--- src/rtl/sched_egress_mux.sv ---
// Egress mux: forwards one packet per scheduler grant, one grant queued behind.
// Optional byte-length check is compiled in with SCHED_EGRESS_MUX_LEN_CHECK_EN.
module sched_egress_mux #(
  parameter int NUM_FIFO      = 9,
  parameter int DATA_WIDTH    = 64,
  parameter int KEEP_WIDTH    = DATA_WIDTH/8,
  parameter int SEL_WIDTH     = $clog2(NUM_FIFO),
  parameter int PKT_LEN_WIDTH = 16
) (
  input  logic                              clk,
  input  logic                              rst,
  input  logic [SEL_WIDTH-1:0]              sel_in,
  input  logic                              en_in,
  input  logic [NUM_FIFO*PKT_LEN_WIDTH-1:0] fifo_packet_length,
  input  logic [NUM_FIFO*DATA_WIDTH-1:0]    s_axis_tdata,
  input  logic [NUM_FIFO*KEEP_WIDTH-1:0]    s_axis_tkeep,
  input  logic [NUM_FIFO-1:0]               s_axis_tvalid,
  input  logic [NUM_FIFO-1:0]               s_axis_tlast,
  output logic [NUM_FIFO-1:0]               s_axis_tready,
  output logic [DATA_WIDTH-1:0]             m_axis_tdata,
  output logic [KEEP_WIDTH-1:0]             m_axis_tkeep,
  output logic                              m_axis_tvalid,
  output logic                              m_axis_tlast,
  input  logic                              m_axis_tready,
  output logic [NUM_FIFO-1:0]               pe_tlast,
  output logic                              busy,
  output logic                              grant_drop,
  output logic                              len_err
);

  typedef enum logic {IDLE, XFER} state_t;

  localparam logic [SEL_WIDTH:0] NUM_Q = (SEL_WIDTH+1)'(NUM_FIFO);

  state_t                r_state, w_state_nxt;
  logic [SEL_WIDTH-1:0]  r_cur_sel, w_cur_nxt;
  logic [SEL_WIDTH-1:0]  r_pend_sel, w_pend_sel_nxt;
  logic                  r_pend_valid, w_pend_valid_nxt;
  logic                  w_load, w_drop;
  logic                  w_grant_ok, w_out_free, w_take, w_last;
  logic [NUM_FIFO-1:0]   w_onehot;
  logic [DATA_WIDTH-1:0] w_tdata;
  logic [KEEP_WIDTH-1:0] w_tkeep;

  logic                  r_m_tvalid, r_m_tlast;
  logic [DATA_WIDTH-1:0] r_m_tdata;
  logic [KEEP_WIDTH-1:0] r_m_tkeep;
  logic [NUM_FIFO-1:0]   r_pe;
  logic                  r_drop;

  assign w_grant_ok = en_in && ({1'b0, sel_in} < NUM_Q);
  assign w_out_free = !r_m_tvalid || m_axis_tready;
  assign w_onehot   = {{(NUM_FIFO-1){1'b0}}, 1'b1} << r_cur_sel;
  assign w_tdata    = s_axis_tdata[int'(r_cur_sel)*DATA_WIDTH +: DATA_WIDTH];
  assign w_tkeep    = s_axis_tkeep[int'(r_cur_sel)*KEEP_WIDTH +: KEEP_WIDTH];
  assign w_take     = (r_state == XFER) && s_axis_tvalid[r_cur_sel]
                      && w_out_free;
  assign w_last     = w_take && s_axis_tlast[r_cur_sel];

  always_comb begin
    w_state_nxt      = r_state;
    w_cur_nxt        = r_cur_sel;
    w_pend_valid_nxt = r_pend_valid;
    w_pend_sel_nxt   = r_pend_sel;
    w_load           = 1'b0;
    w_drop           = en_in && !w_grant_ok;
    unique case (r_state)
      IDLE: begin
        if (w_grant_ok) begin
          w_state_nxt = XFER;
          w_cur_nxt   = sel_in;
          w_load      = 1'b1;
        end
      end
      XFER: begin
        if (w_last) begin
          // Pending grant is promoted; a same-cycle grant refills its slot
          if (r_pend_valid) begin
            w_cur_nxt        = r_pend_sel;
            w_load           = 1'b1;
            w_pend_valid_nxt = w_grant_ok;
            if (w_grant_ok) w_pend_sel_nxt = sel_in;
          end else if (w_grant_ok) begin
            w_cur_nxt = sel_in;
            w_load    = 1'b1;
          end else begin
            w_state_nxt = IDLE;
          end
        end else if (w_grant_ok) begin
          if (!r_pend_valid) begin
            w_pend_valid_nxt = 1'b1;
            w_pend_sel_nxt   = sel_in;
          end else begin
            w_drop = 1'b1;
          end
        end
      end
      default: w_state_nxt = IDLE;
    endcase
  end

  always_ff @(posedge clk) begin
    if (!rst) begin
      r_state      <= IDLE;
      r_cur_sel    <= '0;
      r_pend_valid <= 1'b0;
      r_pend_sel   <= '0;
      r_m_tvalid   <= 1'b0;
      r_m_tlast    <= 1'b0;
      r_m_tdata    <= '0;
      r_m_tkeep    <= '0;
      r_pe         <= '0;
      r_drop       <= 1'b0;
    end else begin
      r_state      <= w_state_nxt;
      r_cur_sel    <= w_cur_nxt;
      r_pend_valid <= w_pend_valid_nxt;
      r_pend_sel   <= w_pend_sel_nxt;
      if (w_take) begin
        r_m_tvalid <= 1'b1;
        r_m_tdata  <= w_tdata;
        r_m_tkeep  <= w_tkeep;
        r_m_tlast  <= s_axis_tlast[r_cur_sel];
      end else if (m_axis_tready) begin
        r_m_tvalid <= 1'b0;
      end
      r_pe   <= w_last ? w_onehot : '0;
      r_drop <= w_drop;
    end
  end

`ifdef SCHED_EGRESS_MUX_LEN_CHECK_EN
  logic [PKT_LEN_WIDTH-1:0] r_exp_len, r_byte_cnt;
  logic [PKT_LEN_WIDTH-1:0] w_beat_bytes, w_byte_sum;
  logic                     r_len_err;

  always_comb begin
    w_beat_bytes = '0;
    for (int i = 0; i < KEEP_WIDTH; i++) begin
      w_beat_bytes = w_beat_bytes + PKT_LEN_WIDTH'(w_tkeep[i]);
    end
  end

  assign w_byte_sum = r_byte_cnt + w_beat_bytes;

  always_ff @(posedge clk) begin
    if (!rst) begin
      r_exp_len  <= '0;
      r_byte_cnt <= '0;
      r_len_err  <= 1'b0;
    end else begin
      if (w_load) begin
        r_exp_len <= fifo_packet_length[int'(w_cur_nxt)*PKT_LEN_WIDTH
                                        +: PKT_LEN_WIDTH];
      end
      if (w_take) r_byte_cnt <= w_last ? '0 : w_byte_sum;
      r_len_err <= w_last && (w_byte_sum != r_exp_len);
    end
  end

  assign len_err = r_len_err;
`else
  logic w_unused_len;
  assign w_unused_len = ^fifo_packet_length;
  assign len_err      = 1'b0;
`endif

  assign s_axis_tready = (r_state == XFER && w_out_free) ? w_onehot : '0;
  assign m_axis_tdata  = r_m_tdata;
  assign m_axis_tkeep  = r_m_tkeep;
  assign m_axis_tvalid = r_m_tvalid;
  assign m_axis_tlast  = r_m_tlast;
  assign pe_tlast      = r_pe;
  assign busy          = (r_state == XFER);
  assign grant_drop    = r_drop;

endmodule

--- config.mk ---
export PLATFORM = sky130hd
export DESIGN_NAME = sched_egress_mux
export DESIGN_NICKNAME = d
export VERILOG_FILES = /design/src/rtl/sched_egress_mux.sv
export SDC_FILE = /design/constraint.sdc
export NUM_CORES = 1
export LEC_CHECK = 0
export ABC_AREA = 1
export CORE_AREA = 2 2 353 355
export CTS_CLUSTER_SIZE = 25
export DETAILED_ROUTE_END_ITERATION = 10
export DIE_AREA = 0 0 355 357
export PLACE_DENSITY = 0.4
export SLEW_MARGIN = 20
export SYNTH_ARGS = -nofsm -noshare
export SYNTH_HDL_FRONTEND = slang
export SYNTH_SLANG_ARGS = --single-unit
export TNS_END_PERCENT = 1
--- constraint.sdc ---
create_clock -name clk -period 1.5 [get_ports clk]
set_input_delay 0.15 -clock clk [delete_from_list [all_inputs] [get_ports clk]]
set_output_delay 0.15 -clock clk [all_outputs]
set_load 0.02 [all_outputs]
==> results.py <==
metrics = {
    "drt": {
        "first_pass_iters": 5,
        "wire_per_inst_um": 24.21,
        "antenna_left": 0,
        "dr.first_iter.drc_count": 1110,
        "via_count": 13986,
        "drc": 0,
        "drt-total-wl_mm": 90.72,
        "vias_per_cell": 3.733,
    },
    "clock_tree": {
        "clkTransAtPathRegs_ps": 90,
        "clock-sinks": 94,
        "clk_latency_ps": 410,
        "cts_made_buffers": 9,
        "clockBufferDepth": 2,
        "holdBufCountCts": 0,
        "ctsRootBufferMaster": "clkbuf_16",
        "htree_levels": 3,
        "cts_tree": "built",
    },
    "cells_and_area": {
        "layout.area.seq_um2": 1894,
        "drive_above_1_share": 0.1484,
        "areaGrowthSynthToFinish_pct": 146.3,
        "layoutNonFillerInstCount": 3747,
        "fillerInstances": 14147,
        "multi_input_area_um2": 5868,
        "finalNetCount": 2916,
        "design_area_um2": 20140,
    },
    "synth": {
        "yosysMostFrequentCell": "nand3_1",
        "async_flop_share": 0,
        "syn-mean-instance-area_um2": 6.464,
        "synth_area_um2": 8177,
        "synth_cell_types": 28,
        "synth-seq-area-share": 0.2301,
        "yosys.area.top_type_share": 0.2724,
        "syn_nets": 2083,
        "yosysTopAreaCell": "nand3_1",
        "syn_inst": 1265,
        "synth_edf_count": 0,
        "synth_common_cells": "nand3_1 (445), a22oi_1 (216), nand2_1 (139), dfxtp_1 (94), clkbuf_1 (85)",
        "synth_flop_cell": "dfxtp_1",
        "synthTopCellsByArea": "nand3_1 (27%), dfxtp_1 (23%), a22oi_1 (20%)",
        "ys_ff_latch": 94,
        "synth_warnings": 0,
    },
    "place": {
        "post-place-ws_ps": -571.8,
        "placed_cells": 3698,
        "gp_congestion": 0.8572,
        "placed_cell_area_um2": 19130,
        "place_hpwl_mm": 75.48,
        "port_buffers": 767,
    },
    "status": {
        "outcome": "finished, violations left",
        "violations": "negative setup slack",
    },
    "power_and_ir_drop": {
        "clockPowerShare": 0.212,
        "p_comb_frac": 0.563,
        "switching_share": 0.4118,
        "leakage_uw": 0.007460,
        "switching_power_uw": 5179,
        "powerDensity_nw_per_um2": 624.4,
        "total_power_uw": 12580,
        "seqPwrFrac": 0.225,
        "intPower_uw": 7397,
        "ir_worst_vdd_uv": 648.1,
    },
    "worst_setup_path": {
        "crit_buf_inv": 5,
        "slowest_delay_ps": 380,
        "cpMaxStageDelayCell": "dfxtp_4",
        "arrival_ps": 2300,
        "crit_type": "reg -> reg",
        "cp_top_family": "simple AND/OR/NAND/NOR gates",
        "critical_path.cell_chain": "nor2_4, inv_2, nor3_4, nand2_2, nand3_4, nand2_8, clkinv_8, buf_12, buf_12, buf_8, o21ai_1, a31oi_1",
        "endpoint_kind": "register",
        "critical_path_peak_fanout": 6,
        "cp.required_ps": 1840,
        "cp-start-kind": "register",
        "path_common_cell": "buf_12",
    },
    "sta": {
        "fin_skew_ps": 11.33,
        "setup_ws_ps": -452.1,
        "finalHoldViolCount": 0,
        "fmax_mhz": 512.3,
        "rsz0062_at_grt": "true",
        "slew_violations": 0,
        "setup_viol_count_final": 102,
        "layout_worst_path_cycle_share": 1.301,
        "fin_crit_ps": 1952,
    },
    "global_routing": {
        "grt_pass1_wl_mm": 116.3,
        "track_usage": 0.1343,
        "antenna_found_initial": 47,
        "grt_overflow": 0,
        "grt_pass1_vias": 13816,
        "grt_start_max_net_pins": 47,
    },
    "min_path": {
        "worstHoldPathType": "in -> reg",
    },
    "floorplan": {
        "rows": 129,
        "die-height_um": 357,
        "dieArea_um2": 126700,
        "ios": 913,
        "start_util": 0.06648,
        "core_area_um2": 123000,
        "fp.dieW_um": 355,
    },
    "run": {
        "cap_violations": 0,
    },
}
[final timing paths]
check | slack (ps) | to | start | cells after the start
worst max-delay path | -450 | m_axis_tdata[34] | r_cur_sel[1] | 12
worst min-delay path | 100 | m_axis_tlast | rst | 3
worst max register to register | -450 | m_axis_tdata[34] | r_cur_sel[1] | 12
worst min register to register | 470 | m_axis_tlast | m_axis_tlast | 2
[power by group through the flow]
stage               Combinational (uW)  Sequential, uW  Clock [uW]
floorplan                         2240            3050           0
CTS                               7010            2820        2860
global route                      7570            2860        2900
detailed placement                6770            2880           0
global placement                  6790            2880           0
finish                            7080            2830        2660
[per-layer routing]
layer / global-route usage / wire, um / vias up / part of all wire
li1: - / - / 6476 / -
met1: 0.1739 / 39980 / 6617 / 0.44
met2: 0.2157 / 40980 / 757 / 0.45
met4: 0.03644 / 2102 / 20 / 0.023
met5: 0 / 134 / - / 0.0015
met3: 0.03974 / 7526 / 116 / 0.083
[kinds of logic (layout without fill, tap and decap cells)]
family | count (synthesis) | after routing | share of synthesized area
other cells | 1 | 8 | 0.0004586
buf+inv | 176 | 1014 | 0.09549
flops | 94 | 94 | 0.2301
compound gates | 376 | 376 | 0.3082
simple gates | 618 | 618 | 0.3657
[sequential cells by signal, indices dropped and copies added (netlist names), 4 cells and up]
register,cells
m_axis_tdata,64
pe_tlast,9
m_axis_tkeep,8
r_cur_sel,4
r_pend_sel,4
[timing repair]
| action | CTS | global route |
|---|---|---|
| gates resized for setup | 174 | 65 |
| buffers inserted | 15 | 3 |
| pin swaps | 17 | 9 |
| gates cloned | 5 | 3 |
| hold endpoints to repair | 0 | 0 |
| setup endpoints to repair | 187 | 103 |
[stage by stage]
| stage | utilization | hold slack (ps) | TNS [ps] |
|---|---|---|---|
| floorplan | - | 297.5 | -3731 |
| global placement | 0.1555 | 459.5 | -43820 |
| detailed placement | 0.1555 | 462.3 | -42030 |
| CTS | 0.1610 | 51.20 | -43830 |
| global route | 0.1637 | 61.42 | -46420 |
| finish | 0.1638 | 100.8 | -35600 |
[worst reg2reg max path: cells and delay by family (launching register included)]
kind,cells,cell delay (ps)
buffers and inverters,5,560
DFF,1,380
AOI/OAI and AO/OA,2,230
and+or+nand+nor,5,710
[cell usage in the layout, fill, tap and decap left out, drive strengths merged]
cell / Yosys / routed
clkdlybuf4s15: 0 / 1
nand2: 140 / 140
diode: 0 / 7
clkbuf: 85 / 12
dfxtp: 94 / 94
nor3: 17 / 17
bufbuf: 0 / 2
dlygate4sd2: 0 / 83
clkdlybuf4s50: 0 / 672
a22oi: 216 / 216
clkinv: 0 / 4
a21oi: 7 / 7
a31oi: 73 / 73
o31ai: 1 / 1
inv: 29 / 32
nor2: 11 / 11
nand4: 2 / 2
nand3: 448 / 448
o21ai: 79 / 79
buf: 62 / 208
conb: 1 / 1
[cell type report]
class	instances	area share
Clock inverter	7	0.003106
Clock buffer	9	0.01118
Timing Repair Buffer	969	0.4909
Antenna cell	7	0.0008697
Sequential cell	94	0.09405
Tap cell	1637	0.1017
Inverter	29	0.006895
Multi-Input combinational cell	995	0.2913
Power figures use the tool's default switching activity.
==> RTL edit 1: new RTL, same settings <==
Build with the macro `SCHED_EGRESS_MUX_LEN_CHECK_EN` defined.
--- a/src/rtl/sched_egress_mux.sv
+++ b/src/rtl/sched_egress_mux.sv
@@ -1,5 +1,7 @@
 // Egress mux: forwards one packet per scheduler grant, one grant queued behind.
 // Optional byte-length check is compiled in with SCHED_EGRESS_MUX_LEN_CHECK_EN.
+`define SCHED_EGRESS_MUX_LEN_CHECK_EN
+
 module sched_egress_mux #(
   parameter int NUM_FIFO      = 9,
   parameter int DATA_WIDTH    = 64,
Function: changed (a bounded check fails within 4 cycles, from zero or initial values and one cycle with rst low).
==> RTL edit 1 against the unedited design <==
  * Maximum frequency down 60%
  * Combinational power up 45%
  * Sequential cell count up 33
  * The flow still finishes with violations (negative setup slack)
  * Routed wire length up 14%
  * Power up 49%
  * Worst setup slack worse by 3.0 ns
  * Clock skew up 0.014 ns
  * Critical path depth up 11
  * Area after synthesis up 48%
  * Design area up 26%
==> RTL edit 1: results (changes against the unedited design) <==
| Metric | Value |
|---|---|
| Outcome | finished, violations left |
| Failing checks | negative setup slack |
| Setup WS pre-CTS | -3.59 ns (-3.02 ns) |
| H-tree depth | 4 (+1) |
| Reg2reg start | r_cur_sel[1]$_SDFF_PN0_ |
| Post-Synth Adder-Cell Area | 1.45% (+1.5 points) |
| Post-DR wirelength/cell | 22.4 microns (-7.4%) |
| Largest net degree at the start of global routing | 105 (+120%) |
| Top Family by Delay on Critical Path | adder cells |
| FF-to-FF path depth | 23 (+11) |
| Vias per Instance | 3.98 (+6.6%) |
| Post-Synth XOR/XNOR Area | 1.64% (+1.6 points) |
| Crit path from | r_cur_sel[1]$_SDFF_PN0_ |
| Compound-gate portion of the synthesized area | 22.0% (-8.8 points) |
| Worst path arrival time | 5.33 ns (+3.03 ns) |
| Critical path's slowest cell | fa_1 |
| Share of layout cells above drive strength 1 | 12.4% (-2.5 points) |
| Worst-path clk slew | 0.09 ns (about the same) |
| Hold crit path type | primary input to flop |
| Routability Congestion | 0.881 (+2.8%) |
| CP max FO | 9 (+3) |
| NumNets Final | 3784 (+30%) |
| Post-DP HPWL | 85000 microns (+13%) |
| Syn Nets | 2818 (+35%) |
| CTS Buffer Depth | 2 (unchanged) |
| Initial antenna violation count | 28 (-40%) |
| Ys async rst share | 0% (unchanged) |
| Synth cell count leaders | nand2_1, nand3_1, inv_1 |
| Clock skew | 0.0254 ns (+0.0141 ns) |
| Post-route setup slack | -3.43 ns (-2.98 ns) |
| # port buffers | 912 (+19%) |
| CTS Root Cell | clkbuf_16 |
| Final setup viols | 136 (+33%) |
| Worst ir drop on vdd | 0.912 mV (+41%) |
| Post-synthesis mux area share | 0% (unchanged) |
| Cts bufs inserted | 17 (+8) |
| First-pass GRT wire length | 139000 microns (+20%) |
| GRT Total Usage | 15.5% (+2.0 points) |
| Top post-synthesis cells by area | dfxtp_1, nand3_1, nand2_1 |
| Worst-Skew Late Latency | 0.51 ns (+0.10 ns) |
| Max reg flops | 64 (unchanged) |
| Sequential area share after synthesis | 21.1% (-1.9 points) |
| DRT iter0 DRCs | 1395 (+26%) |
| Vias in the first global route | 17900 (+29%) |
| Slew @ Worst Pin | 0.787 ns |
| Slowest stage delay, CP | 0.59 ns (+0.21 ns) |
| Ys Warns | 0 (unchanged) |
| Initial DRT Pass Iterations | 5 (unchanged) |
| LEAKAGE | 0.0101 uW (+35%) |
| Critical Path Sink | len_err$_SDFF_PN0_ |
| Synth unique cells | 48 (+71%) |
## RTL edit 1: final cells by class
class | instances | area [sq um]
Timing Repair Buffer | 1117 | 11000
Multi-Input combinational cell | 1521 | 8390
Antenna cell | 9 | 22.5
Inverter | 171 | 693
Clock buffer | 20 | 468
Tap cell | 1637 | 2050
Clock inverter | 12 | 121
Fill cell | 14000 | 97700
Sequential cell | 127 | 2550
## RTL edit 1: how the worst min path moves through the flow
stage / startpoint / slack (ns) / to / cells past startpoint
after floorplan: en_in / 0.27 / grant_drop$_SDFF_PN0_ / 2
after global routing: s_axis_tdata[542] / 0.22 / m_axis_tdata[30]$_SDFFE_PN0P_ / 3
after detailed placement: m_axis_tlast$_SDFFE_PN0P_ / 0.47 / m_axis_tlast$_SDFFE_PN0P_ / 2
after CTS: s_axis_tdata[536] / 0.18 / m_axis_tdata[24]$_SDFFE_PN0P_ / 3
final: s_axis_tdata[522] / 0.26 / m_axis_tdata[10]$_SDFFE_PN0P_ / 3
after global placement: m_axis_tlast$_SDFFE_PN0P_ / 0.46 / m_axis_tlast$_SDFFE_PN0P_ / 2
## RTL edit 1: worst min-delay path, delay by kind of cell
kind	cells	cell delay, ns
AOI/OAI and AO/OA	1	0.11
and+or+nand+nor	1	0.07
buffers and inverters	1	0.41
## RTL edit 1: layer usage
metal  global-route usage, %  vias to the layer above  wire (microns)
met5                       0                        -             120
met4                    3.53                       18            1530
met3                    3.37                       73            7350
met2                    23.9                      771           46200
met1                    21.8                     8636           48300
li1                        -                     8863               -
## RTL edit 1: where the power goes
| group | switching [uW] | leakage (uW) | internal [uW] | total, uW |
|---|---|---|---|---|
| logic | 5390 | 0.00877 | 4880 | 10300 |
| registers | 192 | 0.00104 | 3630 | 3820 |
| clock network | 2200 | 0.000288 | 2460 | 4660 |
| total | 7780 | 0.0101 | 11000 | 18700 |
## RTL edit 1: stage by stage
step	TNS (ns)	instances	hold slack, ns	util [%]	instance area, sq um
3_3_place_gp	-315.64	4569	0.463	19.8	24300
2_1_floorplan	-93.61	1989	0.266	-	12100
6_report	-215.96	4614	0.256	20.6	25300
4_1_cts	-216.23	4605	0.177	20.5	25200
5_1_grt	-235.02	4610	0.224	20.6	25300
3_5_place_dp	-319.43	4569	0.474	19.8	24300
## RTL edit 1: logic make-up (layout without fill, tap and decap cells)
family,count (synthesis),in the layout
AO/OA/AOI/OAI,382,382
XOR/XNOR,21,21
adder cells (fa/ha/maj),11,11
buffers and inverters,341,1320
flip-flops,127,127
other,0,9
AND/OR/NAND/NOR,1107,1107
## RTL edit 1: what timing repair did
item	in CTS	in global routing
resized for setup	222	82
hold buffers	1	0
endpoints found under the setup margin	221	137
buffers inserted	3	0
pin swaps	11	8
endpoints found under the hold margin	6	0
==> RTL edit 2: new RTL, same settings <==
Without the edit above. `r_pe` no longer has a reset.
--- a/src/rtl/sched_egress_mux.sv
+++ b/src/rtl/sched_egress_mux.sv
@@ -109,7 +109,6 @@
       r_m_tlast    <= 1'b0;
       r_m_tdata    <= '0;
       r_m_tkeep    <= '0;
-      r_pe         <= '0;
       r_drop       <= 1'b0;
     end else begin
       r_state      <= w_state_nxt;
@@ -124,9 +123,12 @@
       end else if (m_axis_tready) begin
         r_m_tvalid <= 1'b0;
       end
-      r_pe   <= w_last ? w_onehot : '0;
       r_drop <= w_drop;
     end
+  end
+
+  always_ff @(posedge clk) begin
+    r_pe <= w_last ? w_onehot : '0;
   end
 
 `ifdef SCHED_EGRESS_MUX_LEN_CHECK_EN
Check against the original RTL: differs if rst is asserted again (counterexample within 4 cycles, from zero or initial values and one cycle with rst low); with rst held inactive, the same outputs for 4 cycles.
==> RTL edit 2 against the unedited design <==
  * The run still ends with negative setup slack left
  * Maximum frequency fell by 0.89%
  * Design area rose by 0.60%
  * Sequential cell count did not move
  * Sequential share of layout area fell by 0.069 points
  * Routed wire length fell by 4.5%
  * Count of clock-buffer cells in the layout did not move
  * Worst setup slack got worse by 0.017 ns
  * Area after synthesis rose by 0.35%
  * Hold slack improved by 0.30 ns
  * Power fell by 2.0%
  * Largest cell class unchanged
==> RTL edit 2: results (changes against the unedited design) <==
| Metric | Value |
|---|---|
| Worst ir drop on vdd | 0.642 mV (-1.0%) |
| Initial antenna violation count | 46 (-2.1%) |
| Hold path startpoint | sel_in[3] |
| Synth cell count leaders | nand3_1, a22oi_1, nand2_1 |
| Min Hold Slack | 0.405 ns (+0.305 ns) |
| Min-Delay Endpoint | grant_drop$_SDFF_PN0_ |
| Syn Nets | 2084 (+0.048%) |
| FF-to-FF path depth | 13 (+1) |
| Pwr dens | 608 mW/mm^2 (-2.6%) |
| DRT iter0 DRCs | 731 (-34%) |
| Reg2reg start | r_cur_sel[0]$_SDFFE_PN0P_ |
| Initial DRT Pass Iterations | 6 (+1) |
| Share of layout cells above drive strength 1 | 16.2% (+1.4 points) |
| Setup WS pre-CTS | -0.584 ns (-0.0123 ns) |
| GRT Total Usage | 13.0% (-0.40 points) |
| NumNets Final | 2930 (+0.48%) |
| Post-route setup slack | -0.470 ns (-0.0175 ns) |
| Outcome | finished, violations left |
| Failing checks | negative setup slack |
| Routability Congestion | 0.827 (-3.5%) |
| Capturing point of the worst reg2reg path | m_axis_tdata[12]$_SDFFE_PN0P_ |
| Placed Area | 0.0193 sq mm (+0.68%) |
| Final setup viols | 103 (+0.98%) |
| Sequential Power Share | 22.8% (+0.3 points) |
| Post-DR wirelength/cell | 23.1 microns (-4.7%) |
| First-pass GRT wire length | 114000 microns (-1.8%) |
| DRT Wirelength | 86700 microns (-4.5%) |
| Vias in the first global route | 13900 (+0.35%) |
| Top post-synthesis cells by area | nand3_1, dfxtp_1, a22oi_1 |
## RTL edit 2: worst max-delay path by stage
stage | from | to | slack, ns
6_report | r_cur_sel[0]$_SDFFE_PN0P_ | m_axis_tdata[12]$_SDFFE_PN0P_ | -0.47
2_1_floorplan | r_cur_sel[0]$_SDFFE_PN0P_ | s_axis_tready[3] | -0.15
4_1_cts | r_cur_sel[2]$_SDFFE_PN0P_ | s_axis_tready[2] | -0.50
5_1_grt | r_cur_sel[0]$_SDFFE_PN0P_ | m_axis_tdata[6]$_SDFFE_PN0P_ | -0.55
3_3_place_gp | r_cur_sel[0]$_SDFFE_PN0P_ | m_axis_tdata[59]$_SDFFE_PN0P_ | -0.61
3_5_place_dp | s_axis_tdata[17] | m_axis_tdata[17]$_SDFFE_PN0P_ | -0.58
## RTL edit 2: worst max-delay path, stage by stage (launching register included)
cell	delay, ns
dfxtp_4	0.40
nor2_4	0.12
inv_2	0.06
nor3_4	0.21
buf_6	0.15
nand2_4	0.05
nand3_4	0.10
nand2_4	0.07
inv_6	0.08
buf_12	0.15
buf_12	0.16
buf_8	0.13
o21ai_1	0.06
a31oi_1	0.14
## RTL edit 2: routing by layer
metal  global-route usage [%]  up-vias  part of all wire (%)
met3                     4.19       94                   8.5
met1                     16.2     6626                    43
met4                     2.36       26                   1.4
li1                         -     6493                     -
met2                     22.1      615                    47
met5                        0        -                  0.19
## RTL edit 2: layout make-up
type                            count  area, sq um
Fill cell                       14100       103000
Sequential cell                    94         1890
Inverter                           29          133
Tap cell                         1637         2050
Timing Repair Buffer              983         9950
Clock inverter                      7         73.8
Antenna cell                        2         5.00
Multi-Input combinational cell    995         5940
Clock buffer                        9          225
